### config.mk
export PLATFORM = sky130hd
export DESIGN_NAME = fetch_queue_flat
export DESIGN_NICKNAME = d
export VERILOG_FILES = /design/src/rtl/fetch_queue_if.sv /design/src/rtl/fetch_queue.sv /design/src/flat_wrapper.sv
export SDC_FILE = /design/constraint.sdc
export NUM_CORES = 1
export LEC_CHECK = 0
export BUFFER_PORTS_ARGS = -buffer_cell sky130_fd_sc_hd__buf_2
export CORE_MARGIN = 4
export CORE_UTILIZATION = 35
export DETAILED_ROUTE_END_ITERATION = 16
export MAX_ROUTING_LAYER = met4
export PLACE_DENSITY_LB_ADDON = 0.15
export RECOVER_POWER = 100
export SLEW_MARGIN = 20
export SYNTH_ARGS = -nofsm -noshare
export SYNTH_HDL_FRONTEND = slang
export SYNTH_SLANG_ARGS = --single-unit
### constraint.sdc
create_clock -name clk -period 3.85 [get_ports clk]
set_clock_uncertainty 0.2 [all_clocks]
set_input_delay 0.5775 -clock clk [delete_from_list [all_inputs] [get_ports clk]]
set_output_delay 0.5775 -clock clk [all_outputs]
set_load 0.01 [all_outputs]
### src/rtl/fetch_queue_if.sv
// ---------------------------------------------------------------------------
// fetch_queue_if
// Groups the fetch-side and decode-side handshake signals of the fetch queue.
//
// Fetch side : imem_addr_F, instr_F, valid_F (producer -> queue), ready_F
//              (queue -> producer).
// Decode side: pc_D, instr_D, valid_D (queue -> consumer), ready_D
//              (consumer -> queue), flush_D (taken branch, discards the queue).
// Status     : count_Q, number of valid entries held.
//
// The master modport is the environment around the queue (fetch + decode);
// the slave modport is the queue itself.
// ---------------------------------------------------------------------------
interface fetch_queue_if #(
   parameter int CW = 3
);

   logic [63:0]   imem_addr_F;
   logic [31:0]   instr_F;
   logic          valid_F;
   logic          ready_F;
   logic          flush_D;
   logic [63:0]   pc_D;
   logic [31:0]   instr_D;
   logic          valid_D;
   logic          ready_D;
   logic [CW-1:0] count_Q;

   modport master (
      output imem_addr_F, instr_F, valid_F, flush_D, ready_D,
      input  ready_F, pc_D, instr_D, valid_D, count_Q
   );

   modport slave (
      input  imem_addr_F, instr_F, valid_F, flush_D, ready_D,
      output ready_F, pc_D, instr_D, valid_D, count_Q
   );

endinterface

### src/rtl/fetch_queue.sv
// ---------------------------------------------------------------------------
// fetch_queue
// Small first-word-fall-through FIFO between instruction fetch and decode.
// Each entry is a {PC, instruction} pair. A taken branch (flush_D) throws
// away everything queued at the next rising edge.
//
// Parameters
//   DEPTH : number of entries, power of two in 2..16
//   CW    : width of count_Q, log2(DEPTH)+1
//
// Ports
//   clk   : single clock, all state updates on the rising edge
//   reset : asynchronous, active-high; empties the queue immediately
//   bus   : fetch_queue_if.slave carrying the fetch/decode handshakes
//
// Behaviour summary
//   - push when valid_F & ready_F & !flush_D, pop when valid_D & ready_D &
//     !flush_D
//   - ready_F only looks at the occupancy, never at ready_D, so a full queue
//     refuses a push even in a cycle where decode is popping
//   - the head entry drives pc_D/instr_D combinationally; both read as zero
//     whenever the queue is empty, so stale storage is never visible
// ---------------------------------------------------------------------------
module fetch_queue #(
   parameter int DEPTH = 4,
   parameter int CW    = 3
) (
   input  logic         clk,
   input  logic         reset,
   fetch_queue_if.slave bus
);

   localparam int AW = $clog2(DEPTH);

   logic [63:0]   pc_mem    [DEPTH];
   logic [31:0]   instr_mem [DEPTH];
   logic [AW-1:0] wr_ptr;
   logic [AW-1:0] rd_ptr;
   logic [CW-1:0] count;
   logic          has_room;
   logic          not_empty;
   logic          push;
   logic          pop;
   logic [63:0]   head_pc;
   logic [31:0]   head_instr;

   // Occupancy flags come straight from the entry counter. A flush in the
   // current cycle does not change them: the pre-flush state stays visible
   // until the edge that performs the flush.
   assign has_room  = (count < CW'(DEPTH));
   assign not_empty = (count != '0);

   // A flush overrides both transfer directions for the cycle it is raised.
   assign push = bus.valid_F && has_room  && !bus.flush_D;
   assign pop  = bus.ready_D && not_empty && !bus.flush_D;

   // Pointer and counter state. Reset and flush both realign the pointers
   // to slot 0 so the queue always restarts from a known position. The
   // pointers are exactly log2(DEPTH) bits wide so incrementing them wraps
   // modulo DEPTH with no extra logic.
   always_ff @(posedge clk or posedge reset) begin
      if (reset) begin
         wr_ptr <= '0;
         rd_ptr <= '0;
         count  <= '0;
      end else if (bus.flush_D) begin
         wr_ptr <= '0;
         rd_ptr <= '0;
         count  <= '0;
      end else begin
         if (push) begin
            wr_ptr <= wr_ptr + AW'(1);
         end
         if (pop) begin
            rd_ptr <= rd_ptr + AW'(1);
         end
         unique case ({push, pop})
            2'b10:   count <= count + CW'(1);
            2'b01:   count <= count - CW'(1);
            default: count <= count;
         endcase
      end
   end

   // Entry storage. It is deliberately not reset or cleared on flush: an
   // entry only becomes observable once the counter says it is valid, and
   // by then it has been written by a push.
   always_ff @(posedge clk) begin
      if (push) begin
         pc_mem[wr_ptr]    <= bus.imem_addr_F;
         instr_mem[wr_ptr] <= bus.instr_F;
      end
   end

   // Head-of-queue read. There is no bypass from the fetch inputs, so a
   // freshly pushed entry only shows up after the edge that stored it.
   // Outputs are forced to zero when empty to hide stale storage.
   always_comb begin
      head_pc    = 64'd0;
      head_instr = 32'd0;
      if (not_empty) begin
         head_pc    = pc_mem[rd_ptr];
         head_instr = instr_mem[rd_ptr];
      end
   end

   assign bus.ready_F = has_room;
   assign bus.valid_D = not_empty;
   assign bus.pc_D    = head_pc;
   assign bus.instr_D = head_instr;
   assign bus.count_Q = count;

endmodule

### src/flat_wrapper.sv
// flat-port wrapper written by rule: the top's interface ports become plain ports
module fetch_queue_flat 
#(
   parameter int DEPTH = 4,
   parameter int CW    = 3
)
  (clk, reset, bus_imem_addr_F, bus_instr_F, bus_valid_F, bus_flush_D, bus_ready_D, bus_ready_F, bus_pc_D, bus_instr_D, bus_valid_D, bus_count_Q);
  fetch_queue_if #(.CW(CW)) bus_i ();
  input  logic clk;
  input  logic reset;
  input wire logic [$bits(bus_i.imem_addr_F)-1:0] bus_imem_addr_F;
  input wire logic [$bits(bus_i.instr_F)-1:0] bus_instr_F;
  input wire logic [$bits(bus_i.valid_F)-1:0] bus_valid_F;
  input wire logic [$bits(bus_i.flush_D)-1:0] bus_flush_D;
  input wire logic [$bits(bus_i.ready_D)-1:0] bus_ready_D;
  output wire logic [$bits(bus_i.ready_F)-1:0] bus_ready_F;
  output wire logic [$bits(bus_i.pc_D)-1:0] bus_pc_D;
  output wire logic [$bits(bus_i.instr_D)-1:0] bus_instr_D;
  output wire logic [$bits(bus_i.valid_D)-1:0] bus_valid_D;
  output wire logic [$bits(bus_i.count_Q)-1:0] bus_count_Q;
  assign bus_i.imem_addr_F = bus_imem_addr_F;
  assign bus_i.instr_F = bus_instr_F;
  assign bus_i.valid_F = bus_valid_F;
  assign bus_i.flush_D = bus_flush_D;
  assign bus_i.ready_D = bus_ready_D;
  assign bus_ready_F = bus_i.ready_F;
  assign bus_pc_D = bus_i.pc_D;
  assign bus_instr_D = bus_i.instr_D;
  assign bus_valid_D = bus_i.valid_D;
  assign bus_count_Q = bus_i.count_Q;
  fetch_queue #(.DEPTH(DEPTH), .CW(CW)) u_core (.clk(clk), .reset(reset), .bus(bus_i));
endmodule
==> flow_results.org <==
** Run status
- The run finished, with violations left.
- The final reports fail on capacitance limit, slew limit.

** Drt
- Dividing the detail-routed wire length by the instance count gives between 20 and 25 microns.
- After the first detailed-routing iteration, the DRC count stood at approximately 350.
- For this run, the detailed router's first-pass iteration total came to 5.
- Count of vias placed by the detailed router :: 7091
- Mean number of vias per cell :: 4.80
- DRC violation count after routing :: 0
- The detail route stage leaves a number of antenna-violating nets equal to 0.
- Aggregate routed wire length :: 30400 microns

** Synth
- The netlist uses 29 different library cells.
- The Yosys step of the flow raised 0 warnings.
- For this run, asynchronously set or reset flops after synthesis account for 0.0179.
- Netlist area before placement :: about 15000 sq um
- Flops & latches, synth :: between 300 and 400
- Syn Inst Count :: 670
- Number of enable-type register cells in the synthesized netlist :: 384
- Top flip-flop cell by instance count after synthesis :: sky130_fd_sc_hd__edfxtp_1
- The average instance in the mapped netlist occupies between 20 and 25 sq um.
- Of the synthesized area, sequential elements account for 0.780.
- Syn nets :: roughly 780

** STA
- Highest clock frequency the design can meet :: 291 MHz
- Final critical-path share of the clock period :: 0.892
- At the pin with the least slew margin, the transition time is around 1.6 ns.
- The total count of hold-check failures in the final report was 0.
- Total negative setup slack :: 0 ns
- Setup repair after global routing left no endpoint under its margin.
- Tmin final :: approximately 3.4 ns
- Setup violations remaining at the end of the flow were counted as 0.
- Slew Viols, Final :: between 50 and 60
- Measured against its own limit, the worst slew margin works out to -0.0702.

** Floorplanning
- roughly 200 I/O pins were placed.
- From left edge to right edge, the die measures between 200 and 250 microns.
- Die area :: 46200 sq um
- Starting density of the core :: 0.356
- Core Region :: around 42000 sq um
- Die extent in y :: between 200 and 250 microns
- The floorplan has 75 rows.

** Worst setup path
- The worst register-to-register path begins at u_core.bus.count_Q[2]$_DFFE_PP0P_.
- The setup check on the worst reg-to-reg path leaves a slack of about 0.55 ns.
- WP data arrival :: around 2.7 ns
- In this run the worst path has a maximum fanout of 21.
- In this run the critical register-to-register path is captured at u_core.pc_mem[2][59]$_DFFE_PP_.
- The slowest stage of the critical path belongs to the cell sky130_fd_sc_hd__dfrtp_4.
- In this run the number of cells on the critical path is 4.
- Worst reg2reg path depth :: 5
- Crit path cell chain :: clkbuf_4 > mux4_2 > and2_1 > buf_2
- The critical path contains buffers and inverters numbering 2 combined.
- The critical path in this run is classified as flip-flop to output pin.
- Required time at the worst-slack endpoint :: around 3 ns
- The worst setup path is captured at an output pin.
- Launching element type of the critical path :: flip-flop
- Among cell families on the critical path, the largest total delay comes from flip-flops.
- In this design, the stage delay of the slowest critical-path cell is 0.72 ns.

** Clock tree
- The clock drives 391 sinks.
- TritonCTS built the clock tree.
- CTS max path bufs :: 3
- In this run, CTS created clock tree buffers numbering 44.
- Clock insertion delay at the later pin of the skew report :: about 0.55 ns
- CTS built an H-tree with a depth of 2.
- Clock tree synthesis selected as its root buffer the cell sky130_fd_sc_hd__clkbuf_16.
- After clock tree synthesis, the clock-pin slew on the worst setup and hold paths is around 0.06 ns.

** Min path
- Path class of the lowest-slack min-delay path :: primary input to flip-flop
- Counting instances, the worst hold path has a depth of 1.
- In this run the most critical hold path is launched from bus_imem_addr_F[20].
- Hold worst-path end :: u_core.pc_mem[2][20]$_DFFE_PP_

** Layout
- In the final layout, the share of cells above drive strength 1 is 0.253.
- In the layout the commonest cells are sky130_fd_sc_hd__edfxtp_1, sky130_fd_sc_hd__clkbuf_1, sky130_fd_sc_hd__mux4_2, sky130_fd_sc_hd__buf_2, sky130_fd_sc_hd__and2_0.
- In the final design database the tool counted roughly 1000 nets.
- The library cell used most frequently in the layout, excluding fill and tap cells, is sky130_fd_sc_hd__edfxtp_1.
- Relative to the synthesized area, the layout overhead comes to 18.7%.
- The filler cells instantiated in the layout total about 3800.

** Placed design
- RD Place Congestion :: ~0.7
- Final HPWL DP :: 18000 microns
- The count of buffers added on input and output ports is ~200.

** GRT
- Maximum number of pins on one net before global-route repair :: between 50 and 60
- Wire length of the first global-routing pass :: 46800 microns
- The initial antenna violation count is 1.
- Across every metal layer, demand over resource in global routing totals 0.135.
- The total overflow left after global routing is 0.
- Vias in the first global route :: between 7000 and 8000

** Power
- For this design the static power due to leakage is approximately 5.7 nW.
- Largest vdd supply drop :: 0.332 mV
- Power spread over the standard cell area amounts to 560 nW/um^2.
- Overall power consumption after layout is estimated at approximately 10 mW.

** Run
- Max Cap Violations :: 1
## worst max-delay path by stage
stage,start,to,slack [ns]
final,u_core.rd_ptr[0]$_DFFE_PP0P_,bus_instr_D[7],0.41
after global routing,u_core.rd_ptr[0]$_DFFE_PP0P_,bus_pc_D[2],0.21
after CTS,u_core.rd_ptr[0]$_DFFE_PP0P_,bus_pc_D[50],0.50
after detailed placement,u_core.bus.count_Q[1]$_DFFE_PP0P_,u_core.bus.count_Q[2]$_DFFE_PP0P_,1.06
after global placement,u_core.bus.count_Q[1]$_DFFE_PP0P_,u_core.bus.count_Q[2]$_DFFE_PP0P_,1.06
after floorplan,bus_valid_F,u_core.instr_mem[0][0]$_DFFE_PP_,0.94
## sequential cells by signal, indices dropped and copies added (netlist names)
register,count
u_core.bus.count_Q,3
u_core.wr_ptr,2
u_core.pc_mem,256
u_core.instr_mem,128
u_core.rd_ptr,2
## synth_stat cells, drive strengths merged (3+ instances only)
master / number / area (sq um)
a21oi: 5 / 25.0
and2: 100 / 626
buf: 20 / 139
clkbuf: 17 / 63.8
dfrtp: 7 / 175
edfxtp: 384 / 11500
ha: 4 / 50.1
inv: 4 / 15.0
mux4: 96 / 2160
nand2: 3 / 11.3
nor2: 8 / 30.0
## per-layer routing
metal	vias up	track usage	wire, microns
met1	3665	0.168	12900
met2	190	0.217	14800
met5	-	-	0
met4	0	0.0414	626
li1	3184	-	-
met3	52	0.0400	2100
## kinds of logic (layout without fill, tap and decap cells)
family          after synthesis  after routing  synth area share
fa+ha+maj                     5              5           0.00467
xor+xnor                      4              4           0.00234
other cells                   0              2                 0
mux                          97             97             0.145
simple gates                120            120            0.0483
flops                       391            391             0.780
buf+inv                      41            306            0.0145
compound gates               12             12           0.00509
## what timing repair did
action,CTS,global route
hold endpoints to repair,25,0
hold buffers,6,0
setup endpoints to repair,0,0
resized for setup,0,0
buffers inserted,0,0
## worst register-to-register path, delay by kind of cell (launching register included)
kind                   cells  cell delay (ns)
buffers and inverters      2             1.52
and+or+nand+nor            3             0.64
DFF                        1             0.47
## cell type report
type | count | area [sq um] | share of cell area
Sequential cell | 391 | 11700 | 0.658
Antenna cell | 2 | 5.00 | 0.000281
Inverter | 4 | 15.0 | 0.000843
Clock buffer | 59 | 1180 | 0.0662
Multi-Input combinational cell | 238 | 3080 | 0.173
Timing Repair Buffer | 225 | 1050 | 0.0589
Tap cell | 539 | 674 | 0.0379
Clock inverter | 18 | 88.8 | 0.00499
## where the power goes
group          internal (mW)  switching (mW)  leakage (nW)  total (mW)
Clock                   2.14            1.56         0.619        3.70
Combinational          0.619           0.742          1.46        1.36
Sequential              4.84          0.0734          3.58        4.92
## metrics by stage
step	setup WS, ns	instance area (sq um)	hold slack, ns	cells	utilization
after detailed placement	1.06	16800	0.342	1391	0.398
after CTS	0.495	18100	0.0000485	1474	0.429
final	0.415	17800	0.0775	1476	0.423
after global routing	0.213	17800	0.0813	1475	0.423
after global placement	1.06	16800	0.338	1391	0.398
after floorplan	0.936	15000	0.181	670	-
Note: power is estimated with default switching activity, not from simulation.
